$ cat src/rtl/multicycle_ctrl.sv
// -----------------------------------------------------------------------------
// multicycle_ctrl
//
// Control FSM for a small multicycle RISC-V style datapath. It walks every
// instruction through fetch, IR load and decode, then through a short
// class-specific tail (R-type, I-type add, load, store, branch). Any unknown
// encoding parks the FSM in TRAP with the `illegal` flag set until reset.
//
// Parameters
//   MEM_LAT   memory read latency in cycles (legal 1..3). It sets how long the
//             FSM waits in FETCH and in LD_WAIT.
//
// Optional feature (compile-time macro)
//   BRANCH_BNE_EN  when defined, opcode 1100011 with funct3=001 (bne) goes to
//                  BRANCH and takes the branch when alu_zero is 0. When it is
//                  not defined, that encoding traps.
//
// Ports
//   clk, rst            rising-edge clock, synchronous active-high reset
//   opcode/funct3/funct7b5  instruction fields from the instruction register
//   alu_zero            ALU result-equals-zero flag (used in BRANCH)
//   PCwrite .. MemData_Wr   load/write strobes to the datapath
//   SelMux2             ALU A select (0 PC, 1 RegA)
//   SelMux4             ALU B select (00 RegB, 01 const 4, 10 imm, 11 shifted imm)
//   SelMuxMem           register write-data select (0 AluOut, 1 MemDataReg)
//   SelPC               PC source (0 ALU result, 1 AluOut register)
//   AluOperation        001 add, 010 sub, 011 and, 110 xor, 000 idle
//   State               current state code (debug/observation)
//   instr_done          one-cycle retire pulse
//   illegal             trap flag, held until reset
//
// Outputs are a decode of the state register. The only exceptions are PCwrite
// in BRANCH, which follows alu_zero in the same cycle, and R_EXEC, whose ALU
// operation comes from funct3/funct7b5. While rst is high every strobe is
// forced low and AluOperation is 000.
// -----------------------------------------------------------------------------
module multicycle_ctrl #(
  parameter int MEM_LAT = 1
) (
  input  logic       clk,
  input  logic       rst,
  input  logic [6:0] opcode,
  input  logic [2:0] funct3,
  input  logic       funct7b5,
  input  logic       alu_zero,
  output logic       PCwrite,
  output logic       IRwrite,
  output logic       RegWrite,
  output logic       loadRegA,
  output logic       loadRegB,
  output logic       loadRegAluOut,
  output logic       loadRegMemData,
  output logic       MemData_Wr,
  output logic       SelMux2,
  output logic [1:0] SelMux4,
  output logic       SelMuxMem,
  output logic       SelPC,
  output logic [2:0] AluOperation,
  output logic [3:0] State,
  output logic       instr_done,
  output logic       illegal
);

  typedef enum logic [3:0] {
    S_FETCH    = 4'd0,
    S_IR_LOAD  = 4'd1,
    S_DECODE   = 4'd2,
    S_MEM_ADDR = 4'd3,
    S_LD_WAIT  = 4'd4,
    S_LD_CAP   = 4'd5,
    S_LD_WB    = 4'd6,
    S_ST_WR    = 4'd7,
    S_R_EXEC   = 4'd8,
    S_I_EXEC   = 4'd9,
    S_ALU_WB   = 4'd10,
    S_BRANCH   = 4'd11,
    S_TRAP     = 4'd15
  } state_t;

  localparam logic [6:0] OP_R  = 7'b0110011;
  localparam logic [6:0] OP_I  = 7'b0010011;
  localparam logic [6:0] OP_LD = 7'b0000011;
  localparam logic [6:0] OP_SD = 7'b0100011;
  localparam logic [6:0] OP_BR = 7'b1100011;

  localparam logic [2:0] ALU_IDLE = 3'b000;
  localparam logic [2:0] ALU_ADD  = 3'b001;
  localparam logic [2:0] ALU_SUB  = 3'b010;
  localparam logic [2:0] ALU_AND  = 3'b011;
  localparam logic [2:0] ALU_XOR  = 3'b110;

  // The wait counter runs from 0 to MEM_LAT-1. A state that waits on memory
  // leaves on the cycle in which the counter reaches its last value.
  localparam logic [1:0] WAIT_LAST = 2'(MEM_LAT - 1);

  state_t     r_state;
  logic [1:0] r_wait_cnt;
  logic       r_illegal;

  logic       w_wait_done;
  logic       w_is_r;
  logic       w_is_i;
  logic       w_is_ld;
  logic       w_is_sd;
  logic       w_is_bne;
  logic       w_is_br;
  logic       w_r_legal;
  logic [2:0] w_r_aluop;
  logic       w_br_take;

  assign w_wait_done = (r_wait_cnt == WAIT_LAST);

  // Dispatch qualifiers. They are evaluated against the live IR fields, which
  // stay stable for the whole instruction.
  assign w_is_r  = (opcode == OP_R);
  assign w_is_i  = (opcode == OP_I)  && (funct3 == 3'b000);
  assign w_is_ld = (opcode == OP_LD) && (funct3 == 3'b011);
  assign w_is_sd = (opcode == OP_SD) && (funct3 == 3'b111);

`ifdef BRANCH_BNE_EN
  assign w_is_bne  = (opcode == OP_BR) && (funct3 == 3'b001);
  assign w_br_take = (funct3 == 3'b001) ? !alu_zero : alu_zero;
`else
  assign w_is_bne  = 1'b0;
  assign w_br_take = alu_zero;
`endif

  assign w_is_br = ((opcode == OP_BR) && (funct3 == 3'b000)) || w_is_bne;

  // R-type ALU selection. funct7b5 only separates add from sub.
  always_comb begin
    w_r_legal = 1'b1;
    w_r_aluop = ALU_IDLE;
    case (funct3)
      3'b000:  w_r_aluop = funct7b5 ? ALU_SUB : ALU_ADD;
      3'b111:  w_r_aluop = ALU_AND;
      3'b100:  w_r_aluop = ALU_XOR;
      default: w_r_legal = 1'b0;
    endcase
  end

  // State, wait counter and trap flag.
  always_ff @(posedge clk) begin
    if (rst) begin
      r_state    <= S_FETCH;
      r_wait_cnt <= 2'd0;
      r_illegal  <= 1'b0;
    end else begin
      case (r_state)
        S_FETCH: begin
          if (w_wait_done) begin
            r_state    <= S_IR_LOAD;
            r_wait_cnt <= 2'd0;
          end else begin
            r_wait_cnt <= r_wait_cnt + 2'd1;
          end
        end
        S_IR_LOAD: r_state <= S_DECODE;
        S_DECODE: begin
          if (w_is_r) begin
            r_state <= S_R_EXEC;
          end else if (w_is_i) begin
            r_state <= S_I_EXEC;
          end else if (w_is_ld || w_is_sd) begin
            r_state <= S_MEM_ADDR;
          end else if (w_is_br) begin
            r_state <= S_BRANCH;
          end else begin
            r_state   <= S_TRAP;
            r_illegal <= 1'b1;
          end
        end
        S_MEM_ADDR: r_state <= (opcode == OP_LD) ? S_LD_WAIT : S_ST_WR;
        S_LD_WAIT: begin
          if (w_wait_done) begin
            r_state    <= S_LD_CAP;
            r_wait_cnt <= 2'd0;
          end else begin
            r_wait_cnt <= r_wait_cnt + 2'd1;
          end
        end
        S_LD_CAP: r_state <= S_LD_WB;
        S_LD_WB:  r_state <= S_FETCH;
        S_ST_WR:  r_state <= S_FETCH;
        S_R_EXEC: begin
          if (w_r_legal) begin
            r_state <= S_ALU_WB;
          end else begin
            r_state   <= S_TRAP;
            r_illegal <= 1'b1;
          end
        end
        S_I_EXEC: r_state <= S_ALU_WB;
        S_ALU_WB: r_state <= S_FETCH;
        S_BRANCH: r_state <= S_FETCH;
        S_TRAP:   r_state <= S_TRAP;
        // Unused codes 12..14 can only come from an upset. Treat them as a trap.
        default: begin
          r_state   <= S_TRAP;
          r_illegal <= 1'b1;
        end
      endcase
    end
  end

  assign State   = r_state;
  assign illegal = r_illegal;

  // Output decode. Everything defaults low, and while rst is high it stays low.
  always_comb begin
    PCwrite        = 1'b0;
    IRwrite        = 1'b0;
    RegWrite       = 1'b0;
    loadRegA       = 1'b0;
    loadRegB       = 1'b0;
    loadRegAluOut  = 1'b0;
    loadRegMemData = 1'b0;
    MemData_Wr     = 1'b0;
    SelMux2        = 1'b0;
    SelMux4        = 2'b00;
    SelMuxMem      = 1'b0;
    SelPC          = 1'b0;
    AluOperation   = ALU_IDLE;
    instr_done     = 1'b0;
    if (!rst) begin
      case (r_state)
        S_IR_LOAD: begin
          // PC <= PC + 4 while the IR captures the fetched word.
          IRwrite      = 1'b1;
          PCwrite      = 1'b1;
          SelMux4      = 2'b01;
          AluOperation = ALU_ADD;
        end
        S_DECODE: begin
          // The branch target is computed speculatively into AluOut.
          loadRegA      = 1'b1;
          loadRegB      = 1'b1;
          loadRegAluOut = 1'b1;
          SelMux4       = 2'b11;
          AluOperation  = ALU_ADD;
        end
        S_MEM_ADDR, S_I_EXEC: begin
          SelMux2       = 1'b1;
          SelMux4       = 2'b10;
          AluOperation  = ALU_ADD;
          loadRegAluOut = 1'b1;
        end
        S_R_EXEC: begin
          // An unsupported funct3 issues nothing and traps on the next edge.
          if (w_r_legal) begin
            SelMux2       = 1'b1;
            loadRegAluOut = 1'b1;
            AluOperation  = w_r_aluop;
          end
        end
        S_ALU_WB: begin
          RegWrite   = 1'b1;
          instr_done = 1'b1;
        end
        S_LD_CAP: loadRegMemData = 1'b1;
        S_LD_WB: begin
          RegWrite   = 1'b1;
          SelMuxMem  = 1'b1;
          instr_done = 1'b1;
        end
        S_ST_WR: begin
          MemData_Wr = 1'b1;
          instr_done = 1'b1;
        end
        S_BRANCH: begin
          // Compare RegA - RegB. When the branch is taken, the PC loads the
          // target that was already captured in AluOut during DECODE.
          SelMux2      = 1'b1;
          AluOperation = ALU_SUB;
          PCwrite      = w_br_take;
          SelPC        = 1'b1;
          instr_done   = 1'b1;
        end
        default: ;
      endcase
    end
  end

endmodule

$ cat config.mk
export PLATFORM = sky130hd
export DESIGN_NAME = multicycle_ctrl
export DESIGN_NICKNAME = d
export VERILOG_FILES = /design/src/rtl/multicycle_ctrl.sv
export SDC_FILE = /design/constraint.sdc
export NUM_CORES = 1
export LEC_CHECK = 0
export BUFFER_PORTS_ARGS = -buffer_cell sky130_fd_sc_hd__buf_4
export CAP_MARGIN = 20
export CORE_AREA = 2 2 42 52
export DETAILED_ROUTE_END_ITERATION = 12
export DIE_AREA = 0 0 44 54
export GPL_ROUTABILITY_DRIVEN = 0
export GPL_TIMING_DRIVEN = 0
export PLACE_DENSITY = 0.74
export RECOVER_POWER = 50
export SLEW_MARGIN = 15
export SYNTH_ARGS = -nofsm -noshare
export SYNTH_HDL_FRONTEND = slang
export SYNTH_SLANG_ARGS = --single-unit
$ cat constraint.sdc
create_clock -name clk -period 3.06 [get_ports clk]
set_clock_uncertainty 0.15 [all_clocks]
set_input_delay 0.306 -clock clk [delete_from_list [all_inputs] [get_ports clk]]
set_output_delay 0.306 -clock clk [all_outputs]
set_load 0.05 [all_outputs]
# Word level (Yosys, flattened, before mapping)
# Index checks and enable logic that the tools add are counted.
# word_totals
output_inout_bits,22
word_cells,98
reg_bits,7
# classes
mux,47
eq_ne,27
n_reduce_logical,19
bitwise_logic,1
n_addsub,1
# op_table
cell,n
case mux 4 bit (9 select lines),1
two-way mux 1 bit,26
equality test 4 bit (second input constant),5
two-way mux 4 bit,5
case mux 3 bit (3 select lines),2
equality test 4 x 3 -> 1 bit (second input constant),4
equality test 7 x 6 -> 1 bit (second input constant),2
inequality test 2 bit (second input constant),7
two-way mux 3 bit,4
OR reduction 11 bit,1
OR reduction 3 bit,3
equality test 4 x 2 -> 1 bit (second input constant),2
two-way mux 2 bit,4
OR reduction 4 bit,2
equality test 7 x 2 -> 1 bit (second input constant),1
equality test 7 x 5 -> 1 bit (second input constant),1
equality test 7 bit (second input constant),1
equality test 3 bit (second input constant),2
case mux 1 bit (2 select lines),3
case mux 2 bit (3 select lines),1
AND reduction 6 bit,1
OR reduction 2 bit,3
equality test 4 x 1 -> 1 bit (second input constant),1
logical AND 1 bit,4
9 further kinds,9

# Depth between registers and ports, before layout
# depth
word_depth,7
depth_mapped,7

# Worst setup path before layout
# Ideal clock, no wire load.
# synth_path
kind,register to output
start,"register r_state[1], in the netlist State[1]"
end,output port RegWrite
path_buffers,1
path_stages_with_launch,4
setup_slack_ps,-446
arrival_ps,3050
required_ps,2604
cell_sequence,dfxtp_1 -> buf_4 -> nor3b_1 -> nor2b_1
# synth_between
elab_chain_len,4
# synth_rtl
item,line,source
"start, declared",96,state_t r_state;
"start signal, assigned",173,S_MEM_ADDR: r_state <= (opcode == OP_LD) ? S_LD_WAIT : S_ST_WR;
equality test 4 x 3 -> 1 bit / equality test 4 bit (equally long branches),226,case (r_state)
OR reduction 2 bit (no source line) (*),--,
two-way mux 1 bit (*),226,
two-way mux 1 bit (*),225,if (!rst) begin
"end, declared",48,"output logic RegWrite,"
# Every way passes the cells marked *; elsewhere a longest branch is shown, timed or not.

# Worst setup path in the final report
# layout_path
start,"register r_state[3], in the netlist State[3]"
end,output port loadRegAluOut
# layout_between
elab_chain_len,4
# layout_rtl
item,line,source
equality test 4 x 2 -> 1 bit / equality test 4 bit (equally long branches),226,
OR reduction 3 bit (no source line),--,
case mux 1 bit (2 select lines) (*),226,
two-way mux 1 bit (*),225,
"end, declared",51,"output logic loadRegAluOut,"
# Marks and branches as above.

==> impl_metrics.prom <==
# TYPE chip_impl_metric gauge
chip_impl_metric{name="overflow",unit=""} 0
chip_impl_info{name="yosysMostFrequentCell",value="sky130_fd_sc_hd__nor2_1"} 1
chip_impl_metric{name="layout.nets",unit=""} 156
chip_impl_metric{name="h-tree-depth",unit=""} 1
chip_impl_info{name="regToRegEndpoint",value="State[2]"} 1
chip_impl_metric{name="route.detailed.drc",unit=""} 0
chip_impl_info{name="min_to",value="State[3]"} 1
chip_impl_metric{name="layout_min_cycle_time",unit="ps"} 2430
chip_impl_info{name="crit-reg2reg-launch",value="State[3]"} 1
chip_impl_metric{name="cts_hold_repair.buffers",unit=""} 0
chip_impl_metric{name="post_cts.repair.setup_buffers",unit=""} 0
chip_impl_metric{name="hold-path-cell-count",unit=""} 3
chip_impl_info{name="worst_setup_path_end_kind",value="output pin"} 1
chip_impl_metric{name="ff2ff_path_depth",unit=""} 4
chip_impl_metric{name="design.die.area",unit="um^2"} 2380
chip_impl_metric{name="max-cap-violations",unit=""} 0
chip_impl_metric{name="final_max_slew_viol_count",unit=""} 0
chip_impl_metric{name="report.final.hold_viol_count",unit=""} 0
chip_impl_metric{name="chipWidth",unit="um"} 44
chip_impl_metric{name="core.rowCount",unit=""} 18
chip_impl_metric{name="route.final.wire_length",unit="mm"} 2.10
chip_impl_metric{name="synth_sequential_area_ratio",unit=""} 0.176
chip_impl_metric{name="clock_latency_on_the_worst_skew_pair",unit="ps"} 240
chip_impl_metric{name="max-slew-margin-rel",unit=""} 0.601
chip_impl_info{name="grt_setup_unrepaired",value="no"} 1
chip_impl_metric{name="dp_hpwl",unit="mm"} 1.67
chip_impl_metric{name="tns",unit="ps"} 0
chip_impl_metric{name="synth_edf_count",unit=""} 0
chip_impl_metric{name="register_area",unit="um^2"} 140
chip_impl_metric{name="num_vias",unit=""} 869
chip_impl_metric{name="setup.reg_to_reg.worst_slack",unit="ps"} 1310
chip_impl_info{name="postSynth.topFlopCell",value="sky130_fd_sc_hd__dfxtp_1"} 1
chip_impl_metric{name="tightest_slew",unit="ps"} 601
chip_impl_metric{name="synth.cell_area",unit="um^2"} 797
chip_impl_metric{name="max-vdd-ir-drop",unit="V"} 0.000776
chip_impl_metric{name="finalPower",unit="mW"} 0.983
chip_impl_metric{name="first_global_vias",unit=""} 819
chip_impl_metric{name="cp.required",unit="ps"} 2600
chip_impl_metric{name="coreArea",unit="um^2"} 1940
chip_impl_metric{name="synth-async-reset-ratio",unit=""} 0
chip_impl_metric{name="synth.ff_latch_count",unit=""} 7
chip_impl_metric{name="achievable_clock_frequency",unit="MHz"} 412
chip_impl_info{name="start_kind",value="flip-flop"} 1
chip_impl_metric{name="yosys_warnings",unit=""} 0
chip_impl_metric{name="route.detailed.wl_per_inst",unit="um"} 13.2
chip_impl_info{name="cell_type_with_the_highest_aggregate_area_in_the_netlist",value="sky130_fd_sc_hd__dfxtp_1"} 1
chip_impl_metric{name="synth.lib_cells_used.distinct",unit=""} 46
chip_impl_metric{name="cts_num_sinks",unit=""} 7
chip_impl_metric{name="postcts_resize_cnt",unit=""} 0
chip_impl_info{name="synth_top_cells_by_count",value="sky130_fd_sc_hd__nor2_1 (12), sky130_fd_sc_hd__nand2_1 (8), sky130_fd_sc_hd__dfxtp_1 (7), sky130_fd_sc_hd__a21oi_1 (6)"} 1
chip_impl_metric{name="antenna_violating_nets_post_route",unit=""} 0
chip_impl_metric{name="port_buffers",unit=""} 34
chip_impl_metric{name="detailedRoute.firstIterationViolations",unit=""} 7
chip_impl_metric{name="timing.final.ws_setup",unit="ps"} 630
chip_impl_metric{name="holdWs",unit="ps"} 315
chip_impl_metric{name="antenna_violations_before_repair",unit=""} 0
chip_impl_metric{name="tritoncts.num_buffers",unit=""} 3
chip_impl_metric{name="arrival",unit="ps"} 1970
chip_impl_info{name="crit_type",value="flip-flop to output pin"} 1
chip_impl_info{name="holdCritStartpoint",value="opcode[6]"} 1
chip_impl_metric{name="filler_cell_count",unit=""} 205
chip_impl_metric{name="post-synth-top-area-fraction",unit=""} 0.176
chip_impl_metric{name="layout-drive-gt1-share",unit=""} 0.381
chip_impl_metric{name="setup-violations-final",unit=""} 0
chip_impl_metric{name="antenna_cells_inserted",unit=""} 0
chip_impl_metric{name="ios",unit=""} 36
chip_impl_metric{name="chipHeight",unit="um"} 54
chip_impl_metric{name="finish.utilization",unit=""} 0.567
chip_impl_info{name="outcome",value="complete, no violations"} 1
chip_impl_info{name="cts_tree",value="yes"} 1
chip_impl_info{name="netlist_top_cells_area",value="sky130_fd_sc_hd__dfxtp_1 (18%), sky130_fd_sc_hd__nor2_1 (5.7%), sky130_fd_sc_hd__buf_4 (4.7%)"} 1
chip_impl_metric{name="final_min_period_over_clock_period",unit=""} 0.794
chip_impl_metric{name="grt_max_degree",unit=""} 11
chip_impl_metric{name="area_growth",unit="%"} 37.8
chip_impl_metric{name="multiInputGateArea",unit="um^2"} 613
chip_impl_metric{name="clkSlewWorstSetupHoldPaths",unit="ps"} 50
chip_impl_metric{name="grt_first_pass_wirelength",unit="mm"} 3.52
chip_impl_metric{name="dp_slack",unit="ps"} 1010
chip_impl_metric{name="drt_pass1_iterations",unit=""} 4
chip_impl_metric{name="leakage",unit="nW"} 0.464
chip_impl_metric{name="net_count_synth",unit=""} 117
chip_impl_info{name="hold_class",value="primary input to flip-flop"} 1
chip_impl_metric{name="power_per_cell_area",unit="nW/um^2"} 895
chip_impl_metric{name="max-clock-path-buffers",unit=""} 2
chip_impl_info{name="cts_root_buf",value="sky130_fd_sc_hd__clkbuf_4"} 1
chip_impl_metric{name="synthesis.instances",unit=""} 101
chip_impl_metric{name="synth_area_per_cell",unit="um^2"} 7.89
chip_impl_metric{name="avgViaCountPerCell",unit=""} 5.47
chip_impl_metric{name="start_util",unit=""} 0.411
chip_impl_metric{name="path_max_fanout",unit=""} 10
chip_impl_metric{name="globalRouteTotalUtil",unit=""} 0.190
## final cells by class
type                       count  area share
tap                           20      0.0228
sequential                     7       0.128
inverter                       4      0.0137
timing repair buffer          34       0.212
clock buffer                   4      0.0239
buffer                         8      0.0421
multi-input combinational     82       0.558
## worst max-delay path by stage
| stage | start | endpoint | cells past startpoint |
|---|---|---|---|
| CTS | State[0] | loadRegAluOut | 6 |
| detailed placement | funct3[0] | AluOperation[0] | 6 |
| global placement | funct3[0] | AluOperation[0] | 6 |
| global route | State[3] | AluOperation[0] | 5 |
| floorplan | State[1] | RegWrite | 3 |
| finish | State[3] | loadRegAluOut | 6 |
## routing by layer
layer	wire length, um	share of wire	GRT usage	up-vias
li1	-	-	-	456
met1	902	0.43	0.224	379
met2	1040	0.50	0.353	32
met3	137	0.065	0.0302	2
met4	17	0.0081	0.0455	0
met5	0	0	0	-
## report_power, final
part / total (mW) / internal (mW) / switching, mW
logic: 0.742 / 0.243 / 0.499
clock network: 0.0797 / 0.0495 / 0.0302
registers: 0.161 / 0.120 / 0.0410
## stage by stage
step	cells	instance area, um^2
final	159	1100
after global routing	159	1100
after CTS	159	1130
after detailed placement	155	1100
after global placement	155	1100
after floorplan	101	820
## cell families (layout without fill, tap and decap cells)
family,Yosys count,count (layout),share of synthesized area
buffers and inverters,12,50,0.0832
and+or+nand+nor,46,46,0.356
adders and majority gates,2,2,0.0314
muxes,3,3,0.0392
xor gates and xnor gates,2,2,0.0220
AOI/OAI and AO/OA,29,29,0.292
DFF,7,7,0.176
## sequential cells by signal, indices dropped and copies added, names as in the netlist
signal and count:
State 4, r_wait_cnt 2, illegal 1
## worst max-delay path, cell delays in order (launching register included)
cell                       delay [ps]
sky130_fd_sc_hd__dfxtp_1          350
sky130_fd_sc_hd__clkbuf_1         430
sky130_fd_sc_hd__nand2_1          160
sky130_fd_sc_hd__mux2_2           300
sky130_fd_sc_hd__nor3_2           140
sky130_fd_sc_hd__o21bai_1         140
sky130_fd_sc_hd__buf_4            210
## cell usage in the layout (no fill, tap or decap), drive strengths merged, types with 2 or more instances in the layout
| master | count |
|---|---|
| a21boi | 2 |
| a21o | 2 |
| a21oi | 6 |
| a22oi | 2 |
| a31oi | 3 |
| buf | 33 |
| clkbuf | 13 |
| dfxtp | 7 |
| ha | 2 |
| inv | 4 |
| mux2i | 2 |
| nand2 | 8 |
| nand2b | 3 |
| nor2 | 12 |
| nor3 | 7 |
| nor3b | 2 |
| nor4 | 2 |
| nor4b | 2 |
| o21bai | 4 |
| o31ai | 2 |
| or2 | 2 |
Power figures use the tool's default switching activity.
